$ cat src/rtl/mem_tile_sequencer.sv
// Tile sequencer: walks a matrix in ARRAY_DIM-square tiles for the address generator.
// Define SEQ_TIMEOUT_EN to build the WAIT watchdog and sticky err flag.
module mem_tile_sequencer #(
   parameter int unsigned ARRAY_DIM  = 16,
   parameter int unsigned TILE_WORDS = 16,
   parameter int unsigned TIMEOUT    = 255
) (
   input  logic       clk,
   input  logic       reset,
   input  logic       start,
   input  logic [7:0] mat_base,
   input  logic [6:0] mat_rows,
   input  logic [6:0] mat_cols,
   input  logic       mem_done,
   output logic       mem_active,
   output logic [7:0] mem_base_addr,
   output logic [3:0] mem_num_row,
   output logic [3:0] mem_num_col,
   output logic [1:0] tile_row_idx,
   output logic [1:0] tile_col_idx,
   output logic       busy,
   output logic       all_done,
   output logic       err
);

   typedef enum logic [2:0] {
      S_IDLE,
      S_ISSUE,
      S_WAIT,
      S_NEXT,
      S_FINISH
   } state_t;

   state_t     state_q, state_d;
   logic [7:0] base_q, base_d;
   logic [6:0] rows_q, rows_d;
   logic [6:0] cols_q, cols_d;
   logic [1:0] row_idx_q, row_idx_d;
   logic [1:0] col_idx_q, col_idx_d;
   logic [7:0] addr_q, addr_d;
   logic [3:0] nrow_q, nrow_d;
   logic [3:0] ncol_q, ncol_d;
   logic       active_q, active_d;
   logic       busy_q, busy_d;
   logic       done_q, done_d;
   logic       last_tile;
   logic       col_wrap;

`ifdef SEQ_TIMEOUT_EN
   logic [7:0] wdog_q, wdog_d;
   logic       err_q, err_d;
`endif

   function automatic logic [2:0] tiles(input logic [6:0] n);
      return 3'((32'(n) + ARRAY_DIM - 1) / ARRAY_DIM);
   endfunction

   // Packs {base address, rows-1, cols-1} for tile (ri, ci).
   function automatic logic [15:0] tile_cfg(
      input logic [7:0] b,
      input logic [6:0] r,
      input logic [6:0] c,
      input logic [1:0] ri,
      input logic [1:0] ci
   );
      int unsigned ti, rr, cr;
      ti = 32'(ri) * 32'(tiles(c)) + 32'(ci);
      rr = 32'(r) - 32'(ri) * ARRAY_DIM;
      cr = 32'(c) - 32'(ci) * ARRAY_DIM;
      if (rr > ARRAY_DIM) rr = ARRAY_DIM;
      if (cr > ARRAY_DIM) cr = ARRAY_DIM;
      return {8'(32'(b) + ti * TILE_WORDS), 4'(rr - 1), 4'(cr - 1)};
   endfunction

   assign last_tile = ({1'b0, row_idx_q} + 3'd1 == tiles(rows_q))
                   && ({1'b0, col_idx_q} + 3'd1 == tiles(cols_q));
   assign col_wrap  = ({1'b0, col_idx_q} + 3'd1 == tiles(cols_q));

   always_comb begin
      state_d   = state_q;
      base_d    = base_q;
      rows_d    = rows_q;
      cols_d    = cols_q;
      row_idx_d = row_idx_q;
      col_idx_d = col_idx_q;
      addr_d    = addr_q;
      nrow_d    = nrow_q;
      ncol_d    = ncol_q;
`ifdef SEQ_TIMEOUT_EN
      wdog_d    = wdog_q;
      err_d     = err_q;
`endif
      unique case (state_q)
         S_IDLE: begin
            if (start) begin
               base_d    = mat_base;
               rows_d    = mat_rows;
               cols_d    = mat_cols;
               row_idx_d = 2'd0;
               col_idx_d = 2'd0;
               if (mat_rows == 7'd0 || mat_cols == 7'd0) begin
                  state_d = S_FINISH;
               end else begin
                  state_d = S_ISSUE;
                  {addr_d, nrow_d, ncol_d} =
                     tile_cfg(mat_base, mat_rows, mat_cols, 2'd0, 2'd0);
               end
            end
         end
         S_ISSUE: begin
            state_d = S_WAIT;
`ifdef SEQ_TIMEOUT_EN
            wdog_d  = 8'd0;
`endif
         end
         S_WAIT: begin
            if (mem_done) begin
               state_d = S_NEXT;
`ifdef SEQ_TIMEOUT_EN
            end else if (wdog_q == 8'(TIMEOUT - 1)) begin
               err_d   = 1'b1;
               state_d = S_FINISH;
            end else begin
               wdog_d  = wdog_q + 8'd1;
`endif
            end
         end
         S_NEXT: begin
            if (last_tile) begin
               state_d = S_FINISH;
            end else begin
               if (col_wrap) begin
                  col_idx_d = 2'd0;
                  row_idx_d = row_idx_q + 2'd1;
               end else begin
                  col_idx_d = col_idx_q + 2'd1;
               end
               state_d = S_ISSUE;
               {addr_d, nrow_d, ncol_d} =
                  tile_cfg(base_q, rows_q, cols_q, row_idx_d, col_idx_d);
            end
         end
         S_FINISH: state_d = S_IDLE;
         default:  state_d = S_IDLE;
      endcase
      active_d = (state_d == S_ISSUE);
      done_d   = (state_d == S_FINISH);
      busy_d   = (state_d != S_IDLE);
   end

   always_ff @(posedge clk or negedge reset) begin
      if (!reset) begin
         state_q   <= S_IDLE;
         base_q    <= '0;
         rows_q    <= '0;
         cols_q    <= '0;
         row_idx_q <= '0;
         col_idx_q <= '0;
         addr_q    <= '0;
         nrow_q    <= '0;
         ncol_q    <= '0;
         active_q  <= 1'b0;
         busy_q    <= 1'b0;
         done_q    <= 1'b0;
`ifdef SEQ_TIMEOUT_EN
         wdog_q    <= '0;
         err_q     <= 1'b0;
`endif
      end else begin
         state_q   <= state_d;
         base_q    <= base_d;
         rows_q    <= rows_d;
         cols_q    <= cols_d;
         row_idx_q <= row_idx_d;
         col_idx_q <= col_idx_d;
         addr_q    <= addr_d;
         nrow_q    <= nrow_d;
         ncol_q    <= ncol_d;
         active_q  <= active_d;
         busy_q    <= busy_d;
         done_q    <= done_d;
`ifdef SEQ_TIMEOUT_EN
         wdog_q    <= wdog_d;
         err_q     <= err_d;
`endif
      end
   end

   assign mem_active    = active_q;
   assign mem_base_addr = addr_q;
   assign mem_num_row   = nrow_q;
   assign mem_num_col   = ncol_q;
   assign tile_row_idx  = row_idx_q;
   assign tile_col_idx  = col_idx_q;
   assign busy          = busy_q;
   assign all_done      = done_q;

`ifdef SEQ_TIMEOUT_EN
   assign err = err_q;
`else
   logic unused_timeout;
   assign unused_timeout = ^8'(TIMEOUT);
   assign err = 1'b0;
`endif

endmodule

$ cat config.mk
export PLATFORM = sky130hd
export DESIGN_NAME = mem_tile_sequencer
export DESIGN_NICKNAME = d
export VERILOG_FILES = /design/src/rtl/mem_tile_sequencer.sv
export SDC_FILE = /design/constraint.sdc
export NUM_CORES = 1
export LEC_CHECK = 0
export CAP_MARGIN = 0
export CORE_ASPECT_RATIO = 0.8
export CORE_MARGIN = 2
export CORE_UTILIZATION = 47
export DETAILED_ROUTE_END_ITERATION = 10
export HOLD_SLACK_MARGIN = 0.12
export PLACE_DENSITY = 0.81
export RECOVER_POWER = 100
export SETUP_SLACK_MARGIN = 0.05
export SYNTH_ARGS = -nofsm -noshare
export SYNTH_HDL_FRONTEND = slang
export SYNTH_SLANG_ARGS = --single-unit
$ cat constraint.sdc
create_clock -name clk -period 4.9 [get_ports clk]
set_clock_uncertainty 0.15 [all_clocks]
set_input_delay 1.225 -clock clk [delete_from_list [all_inputs] [get_ports clk]]
set_output_delay 1.225 -clock clk [all_outputs]
set_load 0.01 [all_outputs]
# Yosys cells after proc, flatten, opt, wreduce, memory -nomap -nowiden
# Cells that the tools add are included.
# totals
reg_bits	48
elab_cells	95
input_bits	26
# classes
n_addsub	16
n_reduce_logical	10
n_eq_ne	10
n_mux	42
mul	1
order_cmp	4
# ops
op	n
4-bit 2-to-1 mux	20
32-bit by 5-bit > comparator with 1-bit output, second input constant	2
8-bit 2-to-1 mux	3
2-bit 2-to-1 mux	9
4-bit one-hot mux with 2 select lines	2
8-bit one-hot mux with 2 select lines	1
4-bit by 1-bit subtractor with 4-bit output, second input constant	4
7-bit by 6-bit subtractor with 8-bit output	2
7-bit by 5-bit adder with 7-bit output, second input constant	2
7-bit by 5-bit > comparator with 1-bit output, second input constant	2
7-bit logical NOT	2
7-bit by 1-bit subtractor with 7-bit output, second input constant	2
3-bit 2-to-1 mux	4
3-bit one-hot mux with 4 select lines	1
8-bit adder	1
2-bit one-hot mux with 2 select lines	2
2-bit by 1-bit adder with 3-bit output, second input constant	2
3-bit by 1-bit == test with 1-bit output, second input constant	2
3-bit by 2-bit == test with 1-bit output, second input constant	2
3-bit == test	2
2-bit inequality test, second input constant	3
2-bit by 1-bit adder with 2-bit output, second input constant	2
4-bit by 2-bit adder with 4-bit output	1
2-bit by 3-bit multiplier with 4-bit output	1
other kinds (9)	9

# Logic depth before layout (Yosys ltp)
# Gate-level depths: netlist of the first run.
# depth
ltp_word	14
mapped_depth	17
ltp_nobuf	17

# Worst setup path before layout of the first run
# Ideal clock, no wire load.
# synth_path
kind	register -> register
startpoint	reg cols_q[0]
endpoint	reg addr_q[7], in the netlist mem_base_addr[7]
required_ns	4.623
setup_time_ns	0.127
arrival_ns	3.956
stages_incl_launch_ff	15
slack_ns	0.667
path_cell_list	dfrtp_1 -> or4_1 -> buf_2 -> a311o_4 -> nor2_4 -> mux2i_2 -> nor2_1 -> fa_1 -> ha_1 -> fa_1 -> ha_1 -> a21oi_1 -> xnor2_1 -> xnor2_1 -> o211ai_2
# synth_between
elab_chain_cells	11
# synth_lines
item	line	source
from (decl)	37	logic [6:0] cols_q, cols_d;
from (signal assigned)	173	cols_q <= cols_d;
7-bit by 5-bit adder with 7-bit output *	55	return 3'((32'(n) + ARRAY_DIM - 1) / ARRAY_DIM);
7-bit by 1-bit subtractor with 7-bit output *	55	
3-bit == test	76, 77	
2-bit 2-to-1 mux	132	if (col_wrap) begin
2-bit 2-to-1 mux	129	if (last_tile) begin
2-bit 2-to-1 mux	93	unique case (state_q)
2-bit by 3-bit multiplier with 4-bit output	67	ti = 32'(ri) * 32'(tiles(c)) + 32'(ci);
4-bit by 2-bit adder with 4-bit output	67	
8-bit adder	72	return {8'(32'(b) + ti * TILE_WORDS), 4'(rr - 1), 4'(cr - 1)};
8-bit 2-to-1 mux	129	
8-bit one-hot mux with 2 select lines	93	
to (signal assigned)	176	addr_q <= addr_d;
to (decl)	40	logic [7:0] addr_q, addr_d;
# Mark *: on every way between the ends. The rest lies on a longest branch, timed or not. The select of a mux whose other input is x is not followed.
# A chain may end at the register's enable or synchronous reset.

# Worst setup path after layout of the first run
# layout_path
startpoint	reg col_idx_q[0], in the netlist tile_col_idx[0]
endpoint	reg addr_q[7], in the netlist mem_base_addr[7]
# layout_between
elab_chain_cells	10
# layout_lines
item	line	source
from (decl)	39	logic [1:0] col_idx_q, col_idx_d;
from (signal assigned)	175	col_idx_q <= col_idx_d;
2-bit by 1-bit adder with 3-bit output	76, 77	
3-bit == test	76, 77	
2-bit 2-to-1 mux	132	
2-bit 2-to-1 mux	129	
2-bit 2-to-1 mux	93	
2-bit by 3-bit multiplier with 4-bit output	67	
4-bit by 2-bit adder with 4-bit output	67	
8-bit adder	72	
8-bit 2-to-1 mux	129	
8-bit one-hot mux with 2 select lines	93	
# Several ways; a longest one is shown, not always the timed one. The select of a mux whose other input is x is not followed.

==> metrics.log, run 1 <==
INFO  metric status = complete, but fails checks
INFO  metric failing_checks = capacitance limit, slew limit
INFO  metric dr.first_iter.drc_count = 91
INFO  metric place_hpwl = 4.803 mm
INFO  metric timing.critical_path.mode_cell = sky130_fd_sc_hd__ha_1
INFO  metric clock-sinks = 48
INFO  metric ir_drop = 331.6 uV
INFO  metric skew_pair_late_insertion_delay = 0.31 ns
INFO  metric slew_headroom = -74.04%
INFO  metric grt_util_met1 = 26.13%
INFO  metric tritoncts = done
INFO  metric switching_power = 1.136 mW
INFO  metric final_routed_wirelength_across_all_metal_layers = 6.534 mm
INFO  metric comb_power_share = 57.6%
INFO  metric synth_area = 3052 sq um
INFO  metric cp_num_buf_inv = 0
INFO  metric syn-mean-instance-area = 10.63 sq um
INFO  metric synth_seq_area_share = 39.36%
INFO  metric placement.io_buffers = 48
INFO  metric timing.final.crit_share = 93.81%
INFO  metric hold_viol = 0
INFO  metric synth_area_leaders = sky130_fd_sc_hd__dfrtp_1 39%, sky130_fd_sc_hd__mux2_2 7.4%, sky130_fd_sc_hd__ha_1 5.7%
INFO  metric detail_route.wl_per_cell = 15.74 microns
INFO  metric synth_fp_nets = 332
INFO  metric drc = 0
INFO  metric synth_top_cells_by_count = 48 x sky130_fd_sc_hd__dfrtp_1, 30 x sky130_fd_sc_hd__nand2_1, 26 x sky130_fd_sc_hd__o21ai_0
INFO  metric grt_util_met2 = 29.50%
INFO  metric setup.worst_path.end_class = flop
INFO  metric portion_of_total_power_attributed_to_the_clock_network = 13.4%
INFO  metric leakagePower = 1.501 nW
INFO  metric max_slew.worst_pin.slew = 2.611 ns
INFO  metric yosysUniqueCellTypes = 53
INFO  metric finalWeightedCongestion = 0.8250
INFO  metric crit_cells = 15
INFO  metric cell_family_with_the_largest_share_of_critical_path_delay = adder cells
INFO  metric start_util = 48.11%
INFO  metric fmaxAchievable = 217.6 MHz
INFO  metric synth_enable_flop_cells = 0
INFO  metric timing.critical_path.arrival = 4.65 ns
INFO  metric final_layout_size_suffix_gt1_share = 13.60%
INFO  metric placeableCoreArea = 6344 sq um
INFO  metric grt_antenna_before_repair = 0
INFO  metric hp_class = reg2reg
INFO  metric number_of_placement_rows = 26
INFO  metric synthCells = 287
INFO  metric period_needed = 4.596 ns
INFO  metric first_global_vias = 2,210
INFO  metric synth-seq-cells = 48
INFO  metric global_route_wire_length_before_repair = 10.58 mm
INFO  metric crit_fanout = 11
INFO  metric grt_max_degree = 49
INFO  metric synth.most_common_cell = sky130_fd_sc_hd__dfrtp_1
INFO  metric cts-root-buf = sky130_fd_sc_hd__clkbuf_8
INFO  metric cellPowerDensity = 724.5 nW/um^2
INFO  metric path_clk_slew = 0.10 ns
INFO  metric met3_track_utilization_from_global_routing = 3.561%
INFO  metric route.detailed.vias_per_inst = 5.537
INFO  metric maxCapViolations = 1
INFO  metric post-synth-top-area-fraction = 39.36%
INFO  metric grt_busiest_layer = met2
INFO  metric nNetsFinal = 375
INFO  metric htree_num_levels = 2
INFO  metric drt_pre_antenna_iters = 4
INFO  metric hold-path-cell-count = 2
INFO  metric gr-total-overflow = 0
INFO  metric post-synth-top-area-cell = sky130_fd_sc_hd__dfrtp_1
INFO  metric timing.final.max_slew_violations = 49
INFO  metric pre_cts_slack = 0.2764 ns
INFO  metric ctsLongestPathBuffers = 2
INFO  metric critPathSlowestCell = sky130_fd_sc_hd__dfrtp_1
INFO  metric worst_r2r_path_depth = 15
INFO  metric die_w = 94.09 microns
INFO  metric area_growth_syn_to_layout = 20.46%
INFO  metric timing.setup.tns = 0 ns
INFO  metric grt.total_usage = 18.47%
INFO  metric number_of_endpoints_failing_setup_at_the_final_stage = 0
INFO  metric cts_made_buffers = 5
INFO  metric antenna_left = 0
INFO  metric n_fill_cell = 559
INFO  metric ys_warn_count = 0
INFO  metric power.share.sequential = 29.0%
INFO  metric p_sw_share = 42.65%
INFO  metric grt_setup_unrepaired = true
INFO  metric setup_slack = 0.3035 ns
INFO  metric postSynth.topFlopCell = sky130_fd_sc_hd__dfrtp_1
INFO  metric internal_power_of_the_cells = 1.527 mW
INFO  metric crit_required = 4.95 ns
INFO  metric routed-via-count = 2,298
INFO  metric crit_path_max_incr_delay = 0.50 ns
INFO  metric cells_traversed_along_the_worst_timing_path = ha_1 -> nand4b_1 -> a211oi_1 -> a311o_4 -> nor2_4 -> mux2i_4 -> nor2_1 -> fa_1 -> ha_1 -> fa_1 -> ha_1 -> a21oi_1 -> xnor2_1 -> xnor2_1 -> o211ai_2
INFO  metric die_y = 76.07 microns
INFO  metric insertedDiodeCount = 0
INFO  metric cts.repair_timing.setup_buffer_count = 0
INFO  metric die_area = 7157 sq um
INFO  metric worst_setup_path_start_kind = flop
INFO  metric path_class = reg2reg
INFO  metric synthArstFlopShare = 100.0%
INFO  metric design.portCount = 50
==> worst min-delay path, delay by kind of cell (launching register included) <==
kind,cells,cell delay (ns)
flip-flops,1,0.35
AO/OA/AOI/OAI,1,0.06
AND/OR/NAND/NOR,1,0.04
==> sequential cells by signal, indices dropped and copies added, names as in the netlist <==
signal and count:
tile_col_idx 2, busy 1, rows_q 7, mem_active 1
state_q 3, cols_q 7, mem_num_row 4, all_done 1
base_q 8, mem_num_col 4, mem_base_addr 8, tile_row_idx 2
==> worst paths after layout <==
check | start | slack, ns | endpoint
setup / recovery | tile_col_idx[0] | 0.30 | mem_base_addr[7]
hold / removal | mem_base_addr[1] | 0.33 | mem_base_addr[1]
setup reg to reg | tile_col_idx[0] | 0.30 | mem_base_addr[7]
hold reg to reg | mem_base_addr[1] | 0.33 | mem_base_addr[1]
max in group asynchronous | reset | 1.54 | tile_row_idx[1]
min in group asynchronous | reset | 1.57 | mem_active
==> final cells by class <==
class | instances | area, sq um | share of cell area, %
inverter | 10 | 37.54 | 1.021
clock inverter | 3 | 68.82 | 1.872
sequential | 48 | 1201 | 32.68
clock buffer | 5 | 68.82 | 1.872
tap | 84 | 105.1 | 2.859
multi-input combinational | 213 | 1698 | 46.19
timing repair buffer | 52 | 496.7 | 13.51
==> cell usage in the layout (no fill, tap or decap), drive strengths merged, types with 2 or more instances in the layout <==
cell type	netlist	final
o211ai	2	2
xnor2	12	12
a21oi	6	6
buf	10	2
nand2	30	30
a2111oi	4	4
mux2	23	23
dlygate4sd3	0	25
dfrtp	48	48
nor2b	6	6
and2	3	3
fa	5	5
inv	10	11
bufinv	0	2
clkdlybuf4s50	0	22
nor3	4	4
o21ai	27	27
nand3	5	5
nor2	16	16
a211oi	4	4
nor4b	2	2
mux2i	8	8
a22oi	7	7
ha	14	14
xor2	6	6
nor4	6	6
o2111ai	2	2
nand4b	5	5
clkbuf	5	8
or4	4	4
==> power groups by stage <==
stage                     combinational [mW]  sequential, mW  clock [mW]
final                                   1.54           0.771       0.357
after global routing                    1.72           0.800       0.377
after CTS                               1.59           0.779       0.356
after detailed placement                1.58           0.783           0
after global placement                  1.51           0.771           0
after floorplan                         1.18           0.744           0
==> stage by stage <==
stage	area [sq um]	total power, mW	util (%)	hold WS, ns	std cells
2_1_floorplan	3052	1.926	-	0.3305	287
3_3_place_gp	3562	2.286	56.15	0.3125	407
3_5_place_dp	3562	2.363	56.15	0.3204	407
4_1_cts	3700	2.727	58.32	0.3432	415
5_1_grt	3676	2.899	57.95	0.3670	415
6_report	3676	2.663	57.95	0.3329	415
==> kinds of logic (layout without fill, tap and decap cells) <==
| logic type | Yosys count | in the layout | share of synthesized area (%) |
|---|---|---|---|
| compound gates | 59 | 59 | 14.76 |
| xor+xnor | 18 | 18 | 5.166 |
| fa+ha+maj | 19 | 19 | 9.020 |
| buf+inv | 26 | 70 | 4.510 |
| flops | 48 | 48 | 39.36 |
| mux | 31 | 31 | 11.60 |
| other cells | 1 | 1 | 0.1229 |
| simple gates | 85 | 85 | 15.46 |
==> layer usage <==
layer,share of wire (%),vias to the layer above
met2,48,52
li1,-,1119
met4,0.95,0
met1,47,1118
met5,0,-
met3,4.0,9
==> timing repair <==
action / in CTS / in global routing
gates resized for setup: 0 / 1
hold buffers: 0 / 0
endpoints found under the setup margin: 0 / 1
Note: power is estimated with default switching activity, not from simulation.
==> run 2: changes to the inputs <==
==> constraint.sdc (replaced) <==
create_clock -name clk -period 4.8 [get_ports clk]
set_clock_uncertainty 0.15 [all_clocks]
set_input_delay 1.2 -clock clk [delete_from_list [all_inputs] [get_ports clk]]
set_output_delay 1.2 -clock clk [all_outputs]
set_load 0.01 [all_outputs]
==> run 2 against run 1 <==
The run still ends with capacitance limit, slew limit left. Sequential share of layout area up 0.13 points. Count of clock-buffer cells in the layout unchanged. Non-clock buffer count up 2. Die area unchanged. Critical path depth down 1. Combinational power up 3%. Sequential cell count unchanged. Setup slack worse by 0.051 ns. Global-route usage up 0.22 points. Hold slack worse by 0.0013 ns. Via count up 0.83%. Highest routed layer unchanged.
==> metrics.log, run 2 (same netlist as run 1, synthesis figures left out) <==
INFO  metric status = complete, but fails checks
INFO  metric failing_checks = capacitance limit, slew limit
INFO  metric routed-via-count = 2,317
INFO  metric nNetsFinal = 377
INFO  metric htree_num_levels = 2
INFO  metric drc = 0
INFO  metric path_clk_slew = 0.10 ns
INFO  metric crit_fanout = 6
INFO  metric area_growth_syn_to_layout = 19.97%
INFO  metric pre_cts_slack = 0.2985 ns
INFO  metric placement.io_buffers = 48
INFO  metric antenna_left = 0
INFO  metric grt_antenna_before_repair = 0
INFO  metric combined_area_of_the_multi_input_logic_cells = 1690 sq um
INFO  metric placeableCoreArea = 6344 sq um
INFO  metric cts-root-buf = sky130_fd_sc_hd__clkbuf_8
INFO  metric grt_max_degree = 49
INFO  metric final_design_area_no_fill = 3661 sq um
INFO  metric skew_pair_late_insertion_delay = 0.32 ns
INFO  metric timing.setup.tns = 0 ns
INFO  metric setup_slack = 0.2527 ns
INFO  metric switching_power = 1.154 mW
INFO  metric die_area = 7157 sq um
INFO  metric first_global_vias = 2,266
INFO  metric setup.worst_path.end_class = flop
INFO  metric tritoncts = done
INFO  metric final_core_utilization = 57.71%
INFO  metric ir_drop = 320.2 uV
INFO  metric hp_class = reg2reg
INFO  metric cts.repair_timing.setup_buffer_count = 0
INFO  metric number_of_placement_rows = 26
INFO  metric finalWeightedCongestion = 0.8681
INFO  metric final_layout_size_suffix_gt1_share = 14.11%
INFO  metric route.detailed.vias_per_inst = 5.556
INFO  metric dr.first_iter.drc_count = 96
INFO  metric global_route_wire_length_before_repair = 10.74 mm
INFO  metric internal_power_of_the_cells = 1.512 mW
INFO  metric p_sw_share = 43.28%
INFO  metric timing.final.max_slew_violations = 49
INFO  metric final_routed_wirelength_across_all_metal_layers = 6.313 mm
INFO  metric leakagePower = 1.498 nW
INFO  metric period_needed = 4.547 ns
INFO  metric fmaxAchievable = 219.9 MHz
INFO  metric cts_resized = 0
INFO  metric most_common_cell_after_layout_fill_and_taps_aside = sky130_fd_sc_hd__dfrtp_1
INFO  metric drt_pre_antenna_iters = 4
INFO  metric post_dp_cell_area = 3577 sq um
INFO  metric finalNonFillerCells = 417
INFO  metric start_util = 48.11%
INFO  metric max_slew.worst_pin.slew = 2.545 ns
INFO  metric whs = 0.3316 ns
INFO  metric comb_power_share = 59.2%
INFO  metric crit_required = 4.86 ns
INFO  metric cellPowerDensity = 728.4 nW/um^2
INFO  metric ctsLongestPathBuffers = 2
INFO  metric insertedDiodeCount = 0
INFO  metric number_of_endpoints_failing_setup_at_the_final_stage = 0
INFO  metric grt_setup_unrepaired = true
INFO  metric commonest_cells_after_routing_fill_and_taps_aside = 48 x sky130_fd_sc_hd__dfrtp_1, 30 x sky130_fd_sc_hd__nand2_1, 26 x sky130_fd_sc_hd__o21ai_0
INFO  metric grt.total_usage = 18.69%
INFO  metric layout.area.seq = 1201 sq um
INFO  metric place_hpwl = 4.671 mm
INFO  metric design.portCount = 50
INFO  metric placedCellCount = 409
INFO  metric die_w = 94.09 microns
INFO  metric cts_made_buffers = 5
INFO  metric p_total = 2.667 mW
INFO  metric worst_setup_path_start_kind = flop
INFO  metric hold_viol = 0
INFO  metric power.share.sequential = 29.0%
INFO  metric postCtsHoldBufs = 0
INFO  metric n_fill_cell = 561
INFO  metric timing.critical_path.arrival = 4.60 ns
INFO  metric slew_headroom = -69.68%
INFO  metric timing.final.crit_share = 94.73%
INFO  metric gr-total-overflow = 0
INFO  metric clock-sinks = 48
INFO  metric path_class = reg2reg
INFO  metric die_y = 76.07 microns
INFO  metric portion_of_total_power_attributed_to_the_clock_network = 11.9%
INFO  metric maxCapViolations = 1
INFO  metric detail_route.wl_per_cell = 15.14 microns
run 2: cell count changes in the layout (fill, tap and decap cells not counted), sizes merged:
cell,change
inv,+1
bufinv,-1
buf,+1
clkbuf,+1
run 2: layout make-up:
type	instances	area share, %
inverter	10	1.025
tap	84	2.871
clock inverter	3	1.367
sequential	48	32.81
multi-input combinational	213	46.17
timing repair buffer	54	13.88
clock buffer	5	1.880
run 2: critical path, stage by stage (launching register included):
cell and delay (ns):
sky130_fd_sc_hd__dfrtp_1 0.43, sky130_fd_sc_hd__or4_1 0.68, sky130_fd_sc_hd__xnor2_1 0.29, sky130_fd_sc_hd__o22ai_4 0.14, sky130_fd_sc_hd__nor2_4 0.20, sky130_fd_sc_hd__mux2i_2 0.41, sky130_fd_sc_hd__nor2_1 0.12, sky130_fd_sc_hd__fa_1 0.47
sky130_fd_sc_hd__ha_1 0.22, sky130_fd_sc_hd__fa_1 0.44, sky130_fd_sc_hd__ha_1 0.32, sky130_fd_sc_hd__a21oi_1 0.18, sky130_fd_sc_hd__xnor2_1 0.15, sky130_fd_sc_hd__xnor2_1 0.16, sky130_fd_sc_hd__o211ai_2 0.09
run 2: path summary, 6_finish.rpt:
| path | start | to | slack, ns | cells after the start |
|---|---|---|---|---|
| worst min register to register | mem_num_col[1] | mem_num_col[1] | 0.33 | 2 |
| worst max register to register | cols_q[0] | mem_base_addr[7] | 0.25 | 14 |
| min in group asynchronous | reset | mem_active | 1.51 | 1 |
| max in group asynchronous | reset | base_q[6] | 1.55 | 1 |
| worst max-delay path | cols_q[0] | mem_base_addr[7] | 0.25 | 14 |
| worst min-delay path | mem_num_col[1] | mem_num_col[1] | 0.33 | 2 |
run 2: per-layer routing:
layer	wire [microns]	track usage (%)	part of all wire (%)
met5	0	0	0
met4	61	4.783	0.97
met3	353	4.154	5.6
met2	3014	29.07	48
met1	2884	26.48	46
run 2: power groups by stage:
stage	Combinational [mW]	Clock (mW)	Sequential, mW
5_1_grt	1.78	0.339	0.807
3_3_place_gp	1.58	0	0.779
3_5_place_dp	1.63	0	0.787
6_report	1.58	0.317	0.772
2_1_floorplan	1.21	0	0.759
4_1_cts	1.65	0.322	0.782
==> run 3: changes to the inputs <==
==> constraint.sdc (replaced) <==
create_clock -name clk -period 4.7 [get_ports clk]
set_clock_uncertainty 0.15 [all_clocks]
set_input_delay 1.175 -clock clk [delete_from_list [all_inputs] [get_ports clk]]
set_output_delay 1.175 -clock clk [all_outputs]
set_load 0.01 [all_outputs]
==> run 3 against run 2 <==
The flow still finishes with violations (capacitance limit, slew limit). Sequential share of layout area about the same. First-iteration DRC count is 54% higher. Power increased by 2.2%. Largest power group unchanged.
==> metrics.log, run 3 (same netlist as run 1, synthesis figures left out) <==
INFO  metric path_class = in2reg
INFO  metric comb_power_share = 61.3%
INFO  metric worst_r2r_path_depth = 14
INFO  metric die_area = 7157 sq um
INFO  metric most_common_cell_after_layout_fill_and_taps_aside = sky130_fd_sc_hd__dfrtp_1
INFO  metric ctsLongestPathBuffers = 2
INFO  metric final_layout_size_suffix_gt1_share = 14.67%
INFO  metric setup.worst_path.end_class = flop
INFO  metric period_needed = 4.450 ns
INFO  metric max_slew.worst_pin.slew = 2.549 ns
INFO  metric critical_path.reg2reg.startpoint = cols_q[0]
INFO  metric hp_class = reg2reg
INFO  metric global_route_wire_length_before_repair = 11.22 mm
INFO  metric first_global_vias = 2,412
INFO  metric dr.first_iter.drc_count = 148
INFO  metric fmaxAchievable = 224.7 MHz
INFO  metric timing.final.crit_share = 94.68%
INFO  metric die_y = 76.07 microns
INFO  metric whs = 0.3323 ns
INFO  metric worst_setup_path_start_kind = input pin
INFO  metric skew_pair_late_insertion_delay = 0.31 ns
INFO  metric slew_headroom = -69.94%
INFO  metric min_delay_worst_endpoint = mem_base_addr[3]
INFO  metric cts-root-buf = sky130_fd_sc_hd__clkbuf_8
INFO  metric start_util = 48.11%
INFO  metric finalNonFillerCells = 418
INFO  metric hold_viol = 0
INFO  metric power.share.sequential = 29.0%
INFO  metric grt.total_usage = 19.58%
INFO  metric ff2ff_setup_slack = 0.30 ns
INFO  metric min-delay-start = mem_base_addr[3]
INFO  metric timing.setup.tns = 0 ns
INFO  metric final_design_area_no_fill = 3657 sq um
INFO  metric hold-path-cell-count = 2
INFO  metric routed-via-count = 2,364
INFO  metric internal_power_of_the_cells = 1.506 mW
INFO  metric commonest_cells_after_routing_fill_and_taps_aside = 48 x sky130_fd_sc_hd__dfrtp_1, 30 x sky130_fd_sc_hd__nand2_1, 26 x sky130_fd_sc_hd__o21ai_0
INFO  metric htree_num_levels = 2
INFO  metric path_clk_slew = 0.11 ns
INFO  metric p_sw_share = 44.73%
INFO  metric grt_antenna_before_repair = 0
INFO  metric portion_of_total_power_attributed_to_the_clock_network = 9.6%
INFO  metric status = complete, but fails checks
INFO  metric post_dp_cell_area = 3585 sq um
INFO  metric crit_fanout = 9
INFO  metric ir_drop = 312.6 uV
INFO  metric number_of_endpoints_failing_setup_at_the_final_stage = 0
INFO  metric gr-total-overflow = 0
INFO  metric area_growth_syn_to_layout = 19.84%
INFO  metric final_core_utilization = 57.65%
INFO  metric antenna_left = 0
INFO  metric route.detailed.vias_per_inst = 5.656
INFO  metric leakagePower = 1.490 nW
INFO  metric timing.critical_path.arrival = 4.49 ns
INFO  metric nNetsFinal = 378
INFO  metric crit_required = 4.74 ns
INFO  metric cellPowerDensity = 745.0 nW/um^2
INFO  metric final_routed_wirelength_across_all_metal_layers = 6.548 mm
INFO  metric grt_max_degree = 49
INFO  metric design.portCount = 50
INFO  metric placeableCoreArea = 6344 sq um
INFO  metric insertedDiodeCount = 0
INFO  metric placement.io_buffers = 48
INFO  metric tritoncts = done
INFO  metric maxCapViolations = 1
INFO  metric switching_power = 1.219 mW
INFO  metric postCtsHoldBufs = 0
INFO  metric failing_checks = capacitance limit, slew limit
INFO  metric die_w = 94.09 microns
INFO  metric drc = 0
INFO  metric grt_setup_unrepaired = false
INFO  metric clock-sinks = 48
INFO  metric place_hpwl = 4.988 mm
INFO  metric r2r_end = mem_base_addr[7]
INFO  metric timing.final.max_slew_violations = 49
INFO  metric number_of_placement_rows = 26
INFO  metric detail_route.wl_per_cell = 15.67 microns
INFO  metric cts_made_buffers = 5
INFO  metric finalWeightedCongestion = 0.8721
INFO  metric placedCellCount = 410
INFO  metric drt_pre_antenna_iters = 4
==> run 3: cell types whose count changed in the layout (fill, tap and decap cells not counted) <==
| cell | change |
|---|---|
| sky130_fd_sc_hd__a2111oi_2 | -1 |
| sky130_fd_sc_hd__a2111oi_4 | +1 |
| sky130_fd_sc_hd__buf_4 | +1 |
| sky130_fd_sc_hd__bufinv_16 | -1 |
| sky130_fd_sc_hd__clkbuf_1 | -1 |
| sky130_fd_sc_hd__clkbuf_2 | +1 |
| sky130_fd_sc_hd__clkinvlp_4 | +1 |
| sky130_fd_sc_hd__inv_6 | +1 |
| sky130_fd_sc_hd__inv_8 | -1 |
==> run 3: power groups by stage <==
stage	Clock, mW	Combinational [mW]	Sequential (mW)
3_5_place_dp	0	1.70	0.806
4_1_cts	0.269	1.71	0.799
6_report	0.263	1.67	0.790
3_3_place_gp	0	1.61	0.795
2_1_floorplan	0	1.23	0.776
5_1_grt	0.289	1.87	0.823
==> run 3: what timing repair did <==
action	in CTS	in global routing
gates resized for setup	0	1
endpoints found under the setup margin	0	2
setup buffers	0	0
==> run 3: how the worst max path moves through the flow <==
stage | cells past startpoint | from | slack, ns | endpoint
5_1_grt | 16 | cols_q[0] | 0.09 | mem_num_row[2]
4_1_cts | 14 | cols_q[0] | 0.30 | mem_base_addr[7]
3_5_place_dp | 14 | cols_q[0] | 0.31 | mem_base_addr[7]
6_report | 8 | mat_rows[0] | 0.25 | mem_num_col[2]
2_1_floorplan | 14 | cols_q[0] | 0.47 | mem_base_addr[7]
3_3_place_gp | 14 | cols_q[0] | 0.48 | mem_base_addr[7]
==> run 3: layer usage <==
metal | vias to the layer above | GRT usage [%] | wire length, microns
met2 | 68 | 32.07 | 3190
met4 | 0 | 4.203 | 68
met5 | - | 0 | 0
met1 | 1156 | 27.13 | 3018
met3 | 10 | 3.660 | 272
li1 | 1130 | - | -
==> run 3: stage by stage <==
step           total power, mW  setup WS [ns]
6_report                 2.725         0.2498
2_1_floorplan            2.008         0.4671
4_1_cts                  2.780         0.3031
3_5_place_dp             2.510         0.3118
5_1_grt                  2.979        0.09214
3_3_place_gp             2.410         0.4844
==> run 3: area by class of cell <==
| class | instances | area, sq um |
|---|---|---|
| Sequential cell | 48 | 1201 |
| Clock buffer | 5 | 68.82 |
| Timing Repair Buffer | 55 | 516.7 |
| Clock inverter | 3 | 25.02 |
| Fill cell | 546 | 2686 |
| Multi-Input combinational cell | 213 | 1703 |
| Inverter | 10 | 37.54 |
| Tap cell | 84 | 105.1 |
==> run 3: critical path, cell delays in order <==
cell and delay [ns]:
sky130_fd_sc_hd__dlygate4sd3_1 0.57, sky130_fd_sc_hd__or4_1 0.58, sky130_fd_sc_hd__nor4_1 0.59, sky130_fd_sc_hd__o21ai_0 0.29
sky130_fd_sc_hd__nor4bb_1 0.21, sky130_fd_sc_hd__a21oi_1 0.57, sky130_fd_sc_hd__clkbuf_1 0.34, sky130_fd_sc_hd__o21ai_0 0.16
